[src/rtl/atm_pkg.sv]
// Definitions shared between the keypad front end and the ATM core:
// the core's command encoding, the special keypad keys and the front-end states.
package atm_pkg;

    typedef enum logic [2:0] {
        CTRL_IDLE         = 3'd0,
        CTRL_SHOWBALANCE  = 3'd2,
        CTRL_WITHDRAW     = 3'd3,
        CTRL_WITHDRAWSHOW = 3'd4,
        CTRL_TRANSFER     = 3'd5,
        CTRL_DEPOSIT      = 3'd6
    } control_t;

    localparam logic [3:0] KEY_ENTER  = 4'hA;
    localparam logic [3:0] KEY_CLEAR  = 4'hB;
    localparam logic [3:0] KEY_CANCEL = 4'hC;

    typedef enum logic [2:0] {
        S_ID,
        S_PASS,
        S_CMD,
        S_AMT,
        S_DEST,
        S_ISSUE
    } fe_state_t;

    function automatic logic is_digit(input logic [3:0] key);
        return key <= 4'd9;
    endfunction

    // Codes above Cancel have no meaning on the keypad.
    function automatic logic is_invalid_key(input logic [3:0] key);
        return key > KEY_CANCEL;
    endfunction

endpackage

[src/rtl/decimal_entry_accumulator.sv]
// Builds a decimal number one key at a time; digits past MAX_DIGITS are dropped
// and the caller is told via too_many so it can flag the rejected key.
module decimal_entry_accumulator #(
    parameter int MAX_DIGITS = 3,
    localparam int COUNT_W = $clog2(MAX_DIGITS + 1)
) (
    input  logic               Clock,
    input  logic               Reset,
    input  logic               digit_valid,
    input  logic [3:0]         digit,
    input  logic               clear,
    input  logic               load,
    output logic [7:0]         value,
    output logic [COUNT_W-1:0] count,
    output logic               too_many,
    output logic               overflow
);

    logic [9:0] acc;

    // Clear and load both restart the field; load marks that the value was taken.
    always_ff @(posedge Clock) begin
        if (Reset || clear || load) begin
            acc   <= '0;
            count <= '0;
        end else if (digit_valid && !too_many) begin
            acc   <= acc * 10'd10 + {6'd0, digit};
            count <= count + COUNT_W'(1);
        end
    end

    assign too_many = (count >= COUNT_W'(MAX_DIGITS));
    assign overflow = (acc > 10'd255);
    assign value    = acc[7:0];

endmodule

[src/rtl/atm_keypad_frontend.sv]
// Keypad front end for the ATM core: collects ID, password, command and operands,
// then offers the command on a valid/ready handshake; ejects on cancel or idle timeout.
module atm_keypad_frontend
    import atm_pkg::*;
#(
    parameter int TIMEOUT_CYCLES = 1000,
    parameter int MAX_DIGITS     = 3
) (
    input  logic       Clock,
    input  logic       Reset,
    input  logic       KeyValid,
    input  logic [3:0] KeyCode,
    input  logic       CmdReady,
    output logic [7:0] ID,
    output logic [7:0] Password,
    output logic [2:0] Control,
    output logic [7:0] Request,
    output logic [7:0] DestID,
    output logic       CmdValid,
    output logic       Eject,
    output logic       EntryErr
);

    localparam int COUNT_W = $clog2(MAX_DIGITS + 1);
    localparam int TIMER_W = $clog2(TIMEOUT_CYCLES) + 1;
    localparam logic [TIMER_W-1:0] TIMER_LAST = TIMER_W'(TIMEOUT_CYCLES - 1);

    fe_state_t          state, state_next;
    control_t           control_q, control_next;
    control_t           pending_q, pending_next;
    logic [7:0]         id_q, id_next;
    logic [7:0]         pass_q, pass_next;
    logic [7:0]         req_q, req_next;
    logic [7:0]         dest_q, dest_next;
    logic               cmd_valid_q, cmd_valid_next;
    logic               eject_q, eject_next;
    logic               err_q, err_next;
    logic [TIMER_W-1:0] timer_q, timer_next;

    logic               acc_digit, acc_clear, acc_load;
    logic [7:0]         acc_value;
    logic [COUNT_W-1:0] digit_count;
    logic               acc_too_many, acc_overflow;

    logic handshake, timer_frozen, timeout, cancel;

    decimal_entry_accumulator #(
        .MAX_DIGITS(MAX_DIGITS)
    ) u_acc (
        .Clock      (Clock),
        .Reset      (Reset),
        .digit_valid(acc_digit),
        .digit      (KeyCode),
        .clear      (acc_clear),
        .load       (acc_load),
        .value      (acc_value),
        .count      (digit_count),
        .too_many   (acc_too_many),
        .overflow   (acc_overflow)
    );

    // A completing handshake wins over a Cancel arriving in the same cycle.
    assign handshake    = (state == S_ISSUE) && cmd_valid_q && CmdReady;
    assign timer_frozen = (state == S_ISSUE) || ((state == S_ID) && (digit_count == '0));
    assign timeout      = !KeyValid && !timer_frozen && (timer_q == TIMER_LAST);
    assign cancel       = (KeyValid && (KeyCode == KEY_CANCEL) && !handshake) || timeout;

    always_comb begin
        state_next     = state;
        id_next        = id_q;
        pass_next      = pass_q;
        req_next       = req_q;
        dest_next      = dest_q;
        control_next   = control_q;
        pending_next   = pending_q;
        cmd_valid_next = cmd_valid_q;
        eject_next     = 1'b0;
        err_next       = 1'b0;
        acc_digit      = 1'b0;
        acc_clear      = 1'b0;
        acc_load       = 1'b0;

        if (cancel) begin
            state_next     = S_ID;
            id_next        = '0;
            pass_next      = '0;
            req_next       = '0;
            dest_next      = '0;
            control_next   = CTRL_IDLE;
            pending_next   = CTRL_IDLE;
            cmd_valid_next = 1'b0;
            eject_next     = 1'b1;
            acc_clear      = 1'b1;
        end else if (handshake) begin
            state_next     = S_CMD;
            control_next   = CTRL_IDLE;
            cmd_valid_next = 1'b0;
            err_next       = KeyValid && is_invalid_key(KeyCode);
        end else if (KeyValid) begin
            if (is_invalid_key(KeyCode)) begin
                err_next = 1'b1;
            end else begin
                case (state)
                    S_ID, S_PASS, S_AMT, S_DEST: begin
                        if (is_digit(KeyCode)) begin
                            acc_digit = 1'b1;
                            err_next  = acc_too_many;
                        end else if (KeyCode == KEY_CLEAR) begin
                            acc_clear = 1'b1;
                        end else if ((digit_count == '0) || acc_overflow) begin
                            err_next  = 1'b1;
                            acc_clear = 1'b1;
                        end else begin
                            // Only Enter reaches here: the field is accepted.
                            acc_load = 1'b1;
                            case (state)
                                S_ID: begin
                                    id_next    = acc_value;
                                    state_next = S_PASS;
                                end
                                S_PASS: begin
                                    pass_next  = acc_value;
                                    state_next = S_CMD;
                                end
                                S_DEST: begin
                                    dest_next  = acc_value;
                                    state_next = S_AMT;
                                end
                                default: begin
                                    req_next       = acc_value;
                                    control_next   = pending_q;
                                    cmd_valid_next = 1'b1;
                                    state_next     = S_ISSUE;
                                end
                            endcase
                        end
                    end
                    S_CMD: begin
                        case (KeyCode)
                            4'd2: begin
                                control_next   = CTRL_SHOWBALANCE;
                                cmd_valid_next = 1'b1;
                                state_next     = S_ISSUE;
                            end
                            4'd3: begin
                                pending_next = CTRL_WITHDRAW;
                                state_next   = S_AMT;
                            end
                            4'd4: begin
                                pending_next = CTRL_WITHDRAWSHOW;
                                state_next   = S_AMT;
                            end
                            4'd6: begin
                                pending_next = CTRL_DEPOSIT;
                                state_next   = S_AMT;
                            end
                            4'd5: begin
                                pending_next = CTRL_TRANSFER;
                                state_next   = S_DEST;
                            end
                            default: err_next = 1'b1;
                        endcase
                    end
                    default: ;
                endcase
            end
        end

        if (cancel || KeyValid) begin
            timer_next = '0;
        end else if (timer_frozen) begin
            timer_next = timer_q;
        end else begin
            timer_next = timer_q + TIMER_W'(1);
        end
    end

    always_ff @(posedge Clock) begin
        if (Reset) begin
            state       <= S_ID;
            id_q        <= '0;
            pass_q      <= '0;
            req_q       <= '0;
            dest_q      <= '0;
            control_q   <= CTRL_IDLE;
            pending_q   <= CTRL_IDLE;
            cmd_valid_q <= 1'b0;
            eject_q     <= 1'b0;
            err_q       <= 1'b0;
            timer_q     <= '0;
        end else begin
            state       <= state_next;
            id_q        <= id_next;
            pass_q      <= pass_next;
            req_q       <= req_next;
            dest_q      <= dest_next;
            control_q   <= control_next;
            pending_q   <= pending_next;
            cmd_valid_q <= cmd_valid_next;
            eject_q     <= eject_next;
            err_q       <= err_next;
            timer_q     <= timer_next;
        end
    end

    assign ID       = id_q;
    assign Password = pass_q;
    assign Control  = control_q;
    assign Request  = req_q;
    assign DestID   = dest_q;
    assign CmdValid = cmd_valid_q;
    assign Eject    = eject_q;
    assign EntryErr = err_q;

endmodule

[config.mk]
export PLATFORM = sky130hd
export DESIGN_NAME = atm_keypad_frontend
export DESIGN_NICKNAME = d
export VERILOG_FILES = /design/src/rtl/atm_pkg.sv /design/src/rtl/decimal_entry_accumulator.sv /design/src/rtl/atm_keypad_frontend.sv
export SDC_FILE = /design/constraint.sdc
export NUM_CORES = 1
export LEC_CHECK = 0
export CAP_MARGIN = 20
export CORE_MARGIN = 10
export CORE_UTILIZATION = 38
export DETAILED_ROUTE_END_ITERATION = 6
export GPL_ROUTABILITY_DRIVEN = 0
export PLACE_DENSITY = 0.59
export RECOVER_POWER = 50
export SYNTH_ARGS = -nofsm -noshare
export SYNTH_HDL_FRONTEND = slang
export SYNTH_SLANG_ARGS = --single-unit
export TNS_END_PERCENT = 30
[constraint.sdc]
create_clock -name Clock -period 2.5 [get_ports Clock]
set_input_delay 0.5 -clock Clock [delete_from_list [all_inputs] [get_ports Clock]]
set_output_delay 0.5 -clock Clock [all_outputs]
set_load 0.01 [all_outputs]
==> results.ini <==
[global_routing]
track_usage=0.131
use_met1=0.158
grt_overflow=0
met2_usage=0.211
grt_antenna_before_repair=0
grt_start_max_net_pins=29
grt_pass1_wl_mm=14.2
gr-max-usage-layer=met2
use_met3=0.0469
grt_pass1_vias=2866

[power_and_ir_drop]
seq_power_share=0.476
p_leak_nw=1.90
power.density_nw_per_um2=501
combPwrFrac=0.144
switching_share=0.267
pwr-share-clk=0.379
worst_ir_drop_vdd_uv=247
intPower_mw=1.69
p_switching_mw=0.617

[synthesis]
synth-main-ff-cell=dfxtp_1
synth_area_leaders=dfxtp_1 (39%), mux2i_1 (12%), nor2_1 (7.9%), ha_1 (6.2%), xnor2_1 (3.6%)
yosys.area.top_type=dfxtp_1
synth-adder-area-share=0.0737
synth-xor-area-share=0.0602
syn-instance-count=362
synth_top_family_by_area=simple AND/OR/NAND/NOR gates
synthArstFlopShare=0
ys_warn_count=0
synth_top_area_share=0.391
synth.avg_cell_area_um2=9.47
syn_area_um2=3430
ys_seq_area_frac=0.391
synth_nets=389
ys_seq_elements=67
synthSimpleGateAreaFrac=0.219
synth_edf_count=0
synth_mux_area_frac=0.120
ys_types=51
synth_compound_area_frac=0.100

[clocking]
htree_levels=3
cts_tree=done
hold_buffers=0
numCtsBuffers=9
cts_sinks=67
clockRootBuffer=clkbuf_8
clockBufferDepth=2
clk_pin_slew_ps=80
clk_latency_ps=350

[worst_setup_path]
path_max_fanout=2
critPathCaptureType=register
critPathKind=register to register
worstPathArrival_ps=2760
cp_data_required_time_ps=2760
crit_path_start_kind=register

[placed_design]
dp_hpwl_mm=6.24
port-buffer-count=45
pre_cts_ws_ps=-479

[sta]
finalSetupViolations=0
finalCritPeriodShare=0.998
finalClockSkew_ps=13.1
worst_pin_slew_ps=406
fmax_mhz=401
rsz0062_at_grt=yes
maxSlewViolCount=0
finalWorstSetupSlack_ps=5.23
layout_min_cycle_time_ps=2490
hold_violations=0
maxSlewHeadroom=0.729

[layout]
num_antenna_cells=0
drive_above_1_share=0.204
synthToLayoutAreaGrowth_pct=34.7
fin_util=0.527
nets=477

[routing]
antenna_left=0
drcViolationCount=0
avgViaCountPerCell=5.01
wl_per_cell_um=14.8
wirelength_mm=8.32
via_count=2820
firstDrtPassIters=4
drt_iter0_drc=107

[floorplan]
ios=46
die_h_um=115
row_count=34
die_area_um2=13200
fp.dieW_um=115
design.core.area_um2=8760
initial_core_util=0.391

[outcome]
status=complete, no violations

[hold_path]
hold_class=register to register

[job]
max_cap_viol_count=0

## power groups by stage
stage	logic (mW)	registers (mW)	clock network, mW
after global placement	0.322	1.12	0
after global routing	0.369	1.10	0.961
after detailed placement	0.326	1.12	0
after floorplan	0.199	1.13	0
final	0.333	1.10	0.877
after CTS	0.328	1.10	0.905
## registers in the layout, indices dropped and copies added, names as in the netlist, 3 cells and up
name / flops
Password: 8
ID: 8
Control: 3
DestID: 8
pending_q: 3
u_acc.acc: 10
Request: 8
timer_q: 11
state: 3
## layer usage
| layer | wire [um] | vias to the layer above |
|---|---|---|
| met5 | 0 | - |
| met4 | 144 | 0 |
| met3 | 468 | 10 |
| met2 | 3830 | 48 |
| met1 | 3880 | 1330 |
| li1 | - | 1432 |
## worst max-delay path, stage by stage, from the launching register on
cell      delay [ps]
dfxtp_2          350
ha_4             270
ha_4             130
inv_2             40
fa_2             400
xnor2_2          170
or3b_4           400
nor3b_2          190
xnor3_1          260
a211oi_2         210
## final cells by class
cell class / instances / area (um^2)
clock buffers: 12 / 165
flip-flops and latches: 67 / 1350
clock inverters: 4 / 32.5
fillers: 841 / 4150
multi-input cells: 268 / 2020
well taps: 108 / 135
inverters: 12 / 45.0
repair buffers: 92 / 868
## through the flow
stage / area [um^2] / setup TNS, ps / std cells / total power, mW / hold slack, ps
finish: 4620 / 0 / 563 / 2.31 / 452
global route: 4620 / -156 / 563 / 2.43 / 468
CTS: 4550 / 0 / 561 / 2.33 / 459
detailed placement: 4350 / -6970 / 545 / 1.45 / 448
global placement: 4350 / -4420 / 545 / 1.45 / 441
floorplan: 3450 / 0 / 362 / 1.33 / 451
## path summary, 6_finish.rpt
| check | start | to | slack [ps] | depth (start not counted) |
|---|---|---|---|---|
| setup / recovery | u_acc.acc[3] | u_acc.acc[9] | 5 | 9 |
| hold / removal | Control[2] | Control[2] | 450 | 2 |
| setup reg to reg | u_acc.acc[3] | u_acc.acc[9] | 5 | 9 |
| hold reg to reg | Control[2] | Control[2] | 450 | 2 |
## timing repair
| action | CTS | global route |
|---|---|---|
| pin swaps | 2 | 6 |
| endpoints found under the setup margin | 1 | 7 |
| resized for setup | 3 | 16 |
| buffers inserted | 0 | 2 |
## cells in the mapped netlist (6+ instances only)
master / number
nor3_1: 6
buf_2: 8
inv_1: 12
mux2i_1: 41
xnor2_1: 14
a21oi_1: 17
nor2_1: 72
ha_1: 17
xor2_1: 7
dfxtp_1: 67
nand2_1: 16
## layout by cell type, fill, tap and decap left out, drive strengths merged, types with 5 or more instances in the layout
cell type | netlist | routed
a211oi | 7 | 7
a21oi | 18 | 18
buf | 13 | 46
clkbuf | 2 | 13
clkdlybuf4s50 | 0 | 6
dfxtp | 67 | 67
dlygate4sd3 | 0 | 38
ha | 17 | 17
inv | 12 | 13
mux2i | 41 | 41
nand2 | 17 | 17
nand3 | 5 | 5
nand4 | 5 | 5
nor2 | 72 | 72
nor3 | 9 | 9
nor3b | 5 | 5
o21ai | 5 | 5
o21bai | 5 | 5
xnor2 | 14 | 14
xor2 | 7 | 7
## kinds of logic after synthesis
logic type,count (synthesis)
flops,67
fa+ha+maj,19
xor+xnor,22
compound gates,48
simple gates,138
buf+inv,27
mux,41
Power figures use the tool's default switching activity.
